File: src/rtl/uart_pkg.sv
// Shared UART definitions: receiver FSM states, frame width and the
// tick-divider derivation reused by the TX side.
package uart_pkg;

    typedef enum logic [2:0] {
        IDLE,
        START,
        DATA,
        STOP,
        BREAK
    } state_e;

    localparam int DATA_BITS = 8;

    function automatic int calc_tick_div(
        input int clk_freq,
        input int baud,
        input int os
    );
        return clk_freq / (baud * os);
    endfunction

endpackage

File: src/rtl/uart_baud_tick.sv
// Free-running divider producing a one-cycle tick every DIV cycles;
// clr_i holds it at phase zero.
module uart_baud_tick #(
    parameter int DIV = 13
) (
    input  logic clk_i,
    input  logic rst_i,
    input  logic clr_i,
    output logic tick_o
);

    localparam int W = (DIV > 1) ? $clog2(DIV) : 1;
    localparam logic [W-1:0] LAST = W'(DIV - 1);

    logic [W-1:0] cnt_q, cnt_d;

    assign tick_o = (cnt_q == LAST) && !clr_i;

    always_comb begin
        cnt_d = cnt_q + W'(1);
        if (clr_i || tick_o)
            cnt_d = '0;
    end

    always_ff @(posedge clk_i) begin
        if (rst_i)
            cnt_q <= '0;
        else
            cnt_q <= cnt_d;
    end

endmodule

File: src/rtl/uart_rx_8n1.sv
// 8N1 UART receiver: 2-flop synchronizer, oversampled mid-bit sampling,
// one-cycle valid / frame-error strobes.
module uart_rx_8n1
    import uart_pkg::*;
#(
    parameter int CLK_FREQ   = 1000000,
    parameter int BAUD       = 9600,
    parameter int OVERSAMPLE = 8
) (
    input  logic       clk_i,
    input  logic       rst_i,
    input  logic       RXD_i,
    output logic [7:0] rx_data_o,
    output logic       rx_valid_o,
    output logic       frame_err_o,
    output logic       rx_busy_o
);

    localparam int TICK_DIV = calc_tick_div(CLK_FREQ, BAUD, OVERSAMPLE);
    localparam int TW = $clog2(OVERSAMPLE);
    localparam int BW = $clog2(DATA_BITS);
    localparam logic [TW-1:0] MID  = TW'(OVERSAMPLE / 2 - 1);
    localparam logic [TW-1:0] LAST = TW'(OVERSAMPLE - 1);
    localparam logic [BW-1:0] BLAST = BW'(DATA_BITS - 1);

    state_e         state_q, state_d;
    logic           rxd_meta_q, rxd_s_q;
    logic [TW-1:0]  tick_cnt_q, tick_cnt_d;
    logic [BW-1:0]  bit_cnt_q, bit_cnt_d;
    logic [7:0]     shreg_q, shreg_d;
    logic [7:0]     data_q, data_d;
    logic           valid_q, valid_d;
    logic           ferr_q, ferr_d;
    logic           tick;
    logic           mid_hit, last_hit;

    uart_baud_tick #(
        .DIV (TICK_DIV)
    ) u_tick (
        .clk_i  (clk_i),
        .rst_i  (rst_i),
        .clr_i  (state_q == IDLE),
        .tick_o (tick)
    );

    assign mid_hit  = tick && (tick_cnt_q == MID);
    assign last_hit = tick && (tick_cnt_q == LAST);

    always_ff @(posedge clk_i) begin
        if (rst_i) begin
            state_q    <= IDLE;
            rxd_meta_q <= 1'b1;
            rxd_s_q    <= 1'b1;
            tick_cnt_q <= '0;
            bit_cnt_q  <= '0;
            shreg_q    <= '0;
            data_q     <= '0;
            valid_q    <= 1'b0;
            ferr_q     <= 1'b0;
        end else begin
            state_q    <= state_d;
            rxd_meta_q <= RXD_i;
            rxd_s_q    <= rxd_meta_q;
            tick_cnt_q <= tick_cnt_d;
            bit_cnt_q  <= bit_cnt_d;
            shreg_q    <= shreg_d;
            data_q     <= data_d;
            valid_q    <= valid_d;
            ferr_q     <= ferr_d;
        end
    end

    always_comb begin
        state_d = state_q;
        unique case (state_q)
            IDLE:    if (!rxd_s_q) state_d = START;
            START:   if (mid_hit) state_d = rxd_s_q ? IDLE : DATA;
            DATA:    if (last_hit && bit_cnt_q == BLAST) state_d = STOP;
            STOP:    if (last_hit) state_d = rxd_s_q ? IDLE : BREAK;
            BREAK:   if (rxd_s_q) state_d = IDLE;
            default: state_d = IDLE;
        endcase
    end

    always_comb begin
        tick_cnt_d = tick ? tick_cnt_q + TW'(1) : tick_cnt_q;
        bit_cnt_d  = bit_cnt_q;
        shreg_d    = shreg_q;
        data_d     = data_q;
        valid_d    = 1'b0;
        ferr_d     = 1'b0;
        unique case (state_q)
            IDLE: begin
                tick_cnt_d = '0;
                bit_cnt_d  = '0;
            end
            START: begin
                // Restart the bit grid at mid start bit.
                if (mid_hit) begin
                    tick_cnt_d = '0;
                    bit_cnt_d  = '0;
                end
            end
            DATA: begin
                if (last_hit) begin
                    shreg_d   = {rxd_s_q, shreg_q[7:1]};
                    bit_cnt_d = bit_cnt_q + BW'(1);
                end
            end
            STOP: begin
                if (last_hit) begin
                    if (rxd_s_q) begin
                        data_d  = shreg_q;
                        valid_d = 1'b1;
                    end else begin
                        ferr_d = 1'b1;
                    end
                end
            end
            BREAK:   tick_cnt_d = '0;
            default: tick_cnt_d = '0;
        endcase
    end

    assign rx_data_o   = data_q;
    assign rx_valid_o  = valid_q;
    assign frame_err_o = ferr_q;
    assign rx_busy_o   = (state_q != IDLE);

endmodule

File: config.mk
export PLATFORM = sky130hd
export DESIGN_NAME = uart_rx_8n1
export DESIGN_NICKNAME = d
export VERILOG_FILES = /design/src/rtl/uart_pkg.sv /design/src/rtl/uart_baud_tick.sv /design/src/rtl/uart_rx_8n1.sv
export SDC_FILE = /design/constraint.sdc
export NUM_CORES = 1
export LEC_CHECK = 0
export CORE_MARGIN = 1.5
export CORE_UTILIZATION = 51
export DETAILED_ROUTE_END_ITERATION = 8
export PLACE_DENSITY = 0.72
export SLEW_MARGIN = 20
export SYNTH_ARGS = -nofsm -noshare
export SYNTH_HDL_FRONTEND = slang
export SYNTH_SLANG_ARGS = --single-unit
File: constraint.sdc
create_clock -name clk_i -period 3.2 [get_ports clk_i]
set_input_delay 0.48 -clock clk_i [delete_from_list [all_inputs] [get_ports clk_i]]
set_output_delay 0.48 -clock clk_i [all_outputs]
set_load 0.005 [all_outputs]
# Yosys cells after proc, flatten, opt, wreduce, memory -nomap -nowiden
# Index checks and enable logic that the tools add are counted.
[word_totals]
regBits = 33
in_bits = 3
output_inout_bits = 11
[op_classes]
addsub = 3
eq_ne = 14
n_mux = 16
bitwise = 2
n_reduce_logical = 16
[op_table]
columns = ["operator", "n"]
rows = [
  ["$mux 3", 10],
  ["$pmux 3 s5", 1],
  ["$ne 2x2->1 const B", 6],
  ["$eq 3x2->1 const B", 3],
  ["$eq 3x3->1 const B", 3],
  ["$pmux 3 s3", 1],
  ["$add 3x1->3 const B", 2],
  ["$pmux 3 s2", 1],
  ["$reduce_and 3->1", 2],
  ["$reduce_bool 3->1", 2],
  ["$reduce_and 5->1", 1],
  ["$add 4x1->4 const B", 1],
  ["$eq 4x4->1 const B", 1],
  ["$logic_and 1x1->1", 4],
  ["$reduce_or 2->1", 2],
  ["$eq 3x1->1 const B", 1],
  ["$logic_not 3->1", 1],
  ["$reduce_or 3->1", 1],
  ["$mux 1", 2],
  ["$mux 2", 1],
  ["$not 1->1", 2],
  ["$reduce_and 2->1", 1],
  ["$logic_not 1->1", 1],
  ["$logic_or 1x1->1", 1],
]

# Longest topological paths before layout
[depth]
depth_word = 7
depth_mapped = 7
ltp_nobuf = 6

# Cells and area by module
# From an unflattened synthesis, not the netlist that was laid out.
[unflattened]
hier_cells = 155
area_unflattened_um2 = 1493.9
[by_module_without_submodules]
columns = ["module", "n_inst", "cells_per_inst", "area_each_um2", "seq_area_each_um2"]
rows = [
  ["uart_rx_8n1", 1, 136, 1322.5, 580.6],
  ["uart_baud_tick", 1, 19, 171.4, 80.1],
]

# Least setup slack after synthesis
# No wires, ideal clock.
[synth_path]
path_type = "register to register"
from = "register tick_cnt_q[0]"
to = "register bit_cnt_q[0]"
arrival_ns = 1.608
required_time_ns = 3.142
path_slack_ns = 1.535
path_stages_with_launch = 8
path_buffers = 1
synth_period_minus_slack_ns = 1.665
cell_sequence = "dfxtp_1 -> ha_1 -> ha_1 -> nand2_1 -> or4_1 -> buf_6 -> nor3_2 -> a31o_2"
[synth_between]
elab_chain_len = 4
word_cells_on_any_way = 7
cone_classes = "eq/ne: 4; reduce/logical: 3"
[synth_rtl]
columns = ["item", "line_no", "text"]
rows = [
  ["start: declaration", "uart_rx_8n1.sv:28", "logic [TW-1:0] tick_cnt_q, tick_cnt_d;"],
  ["start signal: assignment", "uart_rx_8n1.sv:64", "tick_cnt_q <= tick_cnt_d;"],
  ["$eq 3x3->1 / $eq 3x2->1 (equally long branches)", "uart_rx_8n1.sv:47, uart_rx_8n1.sv:46", ""],
  ["$logic_and 1x1->1, on equally long branches", "uart_rx_8n1.sv:47, uart_rx_8n1.sv:46", ""],
  ["$ne 2x2->1 (no source line)", "n/a", ""],
  ["$reduce_and 3->1 (no source line) *", "n/a", ""],
  ["end signal: assignment", "uart_rx_8n1.sv:65", "bit_cnt_q <= bit_cnt_d;"],
  ["end: declaration", "uart_rx_8n1.sv:29", "logic [BW-1:0] bit_cnt_q, bit_cnt_d;"],
]
# Every way passes the cells marked *; elsewhere a longest branch is shown, timed or not.
# A chain may end at the register's enable or synchronous reset.

# Worst setup path in the final report
[layout_path]
from = "register state_q[0]"
to = "output port rx_busy_o"
[layout_between]
elab_chain_len = 1
[layout_rtl]
columns = ["item", "line_no", "text"]
rows = [
  ["start: declaration", "uart_rx_8n1.sv:26", "state_e state_q, state_d;"],
  ["start signal: assignment", "uart_rx_8n1.sv:61", "state_q <= state_d;"],
  ["$reduce_bool 3->1", "uart_rx_8n1.sv:128", "assign rx_busy_o = (state_q != IDLE);"],
  ["end: declaration", "uart_rx_8n1.sv:16", "output logic rx_busy_o"],
]
# Every way passes these cells.

==> impl_metrics.py <==
metrics = {
    "status": {
        "outcome": "complete, no violations",
    },
    "critical_path": {
        "arrival_ps": 1700,
        "cp_data_required_time_ps": 2720,
        "slowest_stage": "dfxtp_1",
        "critPathLaunchType": "register",
        "worstSetupPathType": "reg2out",
        "max_stage_delay_ps": 640,
        "cp_max_fo": 13,
        "r2r_start": "tick_cnt_q[0]",
        "worst-path-buf-inv": 1,
        "crit_chain": "or3_1 > clkdlybuf4s50_1",
        "critPathCaptureType": "output port",
        "critPathTopFamily": "flip-flops",
        "ff2ff_path_depth": 6,
        "cp_num_cells": 2,
        "reg2reg_slack_ps": 1250,
        "rr_endpoint": "bit_cnt_q[2]",
    },
    "die": {
        "die_h_um": 55.91,
        "pin_count": 14,
        "die_area_mm2": 0.003125,
        "die_w_um": 55.91,
        "start_util_pct": 52.68,
        "core-area_mm2": 0.002710,
        "num_rows": 19,
    },
    "route": {
        "drc_errors": 0,
        "drtAntennaViolNets": 0,
        "dr.first_iter.drc_count": 39,
        "vias_per_cell": 5.492,
        "firstDrtPassIters": 6,
        "wl_per_cell_um": 12.50,
        "wl_mm": 2.438,
        "vias": 1071,
    },
    "logic_synthesis": {
        "yosysUniqueCellTypes": 42,
        "synth_edf_count": 0,
        "netlist_area_mm2": 0.001428,
        "synth_area_leaders": "dfxtp_1, mux2i_1, ha_1",
        "ys.flop_type": "dfxtp_1",
        "yosysWarnings": 0,
        "syn_nets": 160,
        "synth-async-reset-ratio_pct": 0,
        "ys_seq_area_share_pct": 46.28,
        "synth_top_area_share_pct": 46.28,
        "yosysTopAreaCell": "dfxtp_1",
        "ys_ff_latch": 33,
        "avgSynthCellArea_um2": 9.517,
        "synthCells": 150,
    },
    "placed_design": {
        "portBuffers": 13,
        "gp_congestion": 0.7465,
        "place_hpwl_mm": 1.710,
    },
    "finish": {
        "diodes": 0,
        "areaGrowthSynthToFinish_pct": 13.15,
        "final_common_cell": "dfxtp_1",
        "final_nets": 173,
        "final_cell_mix": "dfxtp_1, nand2_1, nor2_1",
        "drive_above_1_share_pct": 12.20,
        "final_core_util_pct": 59.60,
    },
    "clocking": {
        "clock_latency_ps": 330,
        "cts.sinks": 33,
        "numCtsBuffers": 5,
        "cts_hold_buf": 0,
        "post_cts_buffers": 0,
        "cts_resized": 0,
        "path_clk_slew_ps": 100,
        "clk_path_buf_depth": 2,
        "cts_tree": "built",
        "cts_max_level": 2,
        "cts-root-buf": "clkbuf_4",
    },
    "sta": {
        "rsz0062_at_grt": "false",
        "report.final.hold_viol_count": 0,
        "fin_tns_setup_ps": 0,
        "worst_pin_slew_ps": 523.1,
        "fin_worst_skew_ps": 7.909,
        "drv_slew": 0,
        "hold_slack_ps": 425.6,
        "setup_violations": 0,
        "period_minus_slack_ps": 2175,
        "clock.fmax_mhz": 459.7,
        "relSlewSlack_pct": 65.01,
        "finalCritPeriodShare_pct": 67.98,
    },
    "global_routing": {
        "grt.overflow.total": 0,
        "antenna_found_initial": 0,
        "grt_pass1_wl_mm": 4.278,
        "grt_max_degree": 28,
        "grt_pass1_vias": 1005,
        "grt_usage_pct": 17.24,
    },
    "pwr": {
        "leakage_uw": 0.0005661,
        "cellPowerDensity_mw_per_mm2": 420.3,
        "max-vdd-ir-drop_mv": 0.3350,
        "p_total_uw": 678.9,
    },
    "hold_path": {
        "min_from": "rxd_meta_q",
        "min_to": "rxd_s_q",
        "min_path_cells": 1,
        "min_path_type": "reg2reg",
    },
    "flow_run": {
        "cap_violations": 0,
    },
}
==> flip-flops by register name, summed over array words and instances (netlist names) <==
name / count
frame_err_o: 1
rxd_s_q: 1
shreg_q: 8
u_tick.cnt_q: 4
tick_cnt_q: 3
rxd_meta_q: 1
rx_valid_o: 1
bit_cnt_q: 3
rx_data_o: 8
state_q: 3
==> where the power goes <==
group	total (uW)	internal, uW	switching [uW]	leakage, uW
Clock	223	82.7	140	0.0000310
Combinational	33.8	15.9	17.9	0.000269
Sequential	423	415	8.03	0.000266
Total	679	513	166	0.000566
==> cell type report <==
class,instances,area (um^2)
clock buffer,5,37.54
multi-input combinational,104,704.4
clock inverter,3,17.52
inverter,5,18.77
timing repair buffer,14,137.6
fill,241,1095
tap,31,38.79
sequential,33,660.6
==> cells by family after synthesis <==
logic type / Yosys count / share of synthesized area, %
flip-flops: 33 / 46.27
multiplexers: 9 / 6.311
XOR/XNOR: 3 / 1.841
AO/OA/AOI/OAI: 26 / 11.83
buffers and inverters: 13 / 4.382
adder cells (fa/ha/maj): 7 / 6.135
AND/OR/NAND/NOR: 59 / 23.23
==> Yosys cell counts, types with 2 or more instances <==
cell type,instances
mux2i_1,9
ha_1,7
nand2b_1,2
buf_2,2
clkbuf_1,4
a21oi_1,12
or2_2,3
nand2_1,19
nor2_1,17
a32o_1,2
dfxtp_1,33
xnor2_1,2
a211oi_1,2
o21ai_0,2
inv_1,5
nand3_1,3
==> how the worst max path moves through the flow <==
stage	startpoint	to
floorplan	tick_cnt_q[0]	bit_cnt_q[0]
global placement	tick_cnt_q[0]	bit_cnt_q[1]
detailed placement	tick_cnt_q[0]	bit_cnt_q[2]
CTS	state_q[2]	rx_busy_o
global route	state_q[2]	rx_busy_o
finish	state_q[0]	rx_busy_o
==> layer usage <==
metal | global-route usage (%) | vias up | part of all wire, %
met4 | 7.823 | 0 | 0.86
met2 | 27.21 | 14 | 47
met5 | 0 | - | 0
met3 | 4.419 | 5 | 3.6
met1 | 22.26 | 513 | 49
li1 | - | 539 | -
==> through the flow <==
step,instance area [um^2],cells,worst slack (ps)
floorplan,1428,150,1535
global placement,1560,187,1353
CTS,1615,195,1016
finish,1615,195,1025
detailed placement,1560,187,1289
global route,1615,195,971.2
Power figures use the tool's default switching activity.
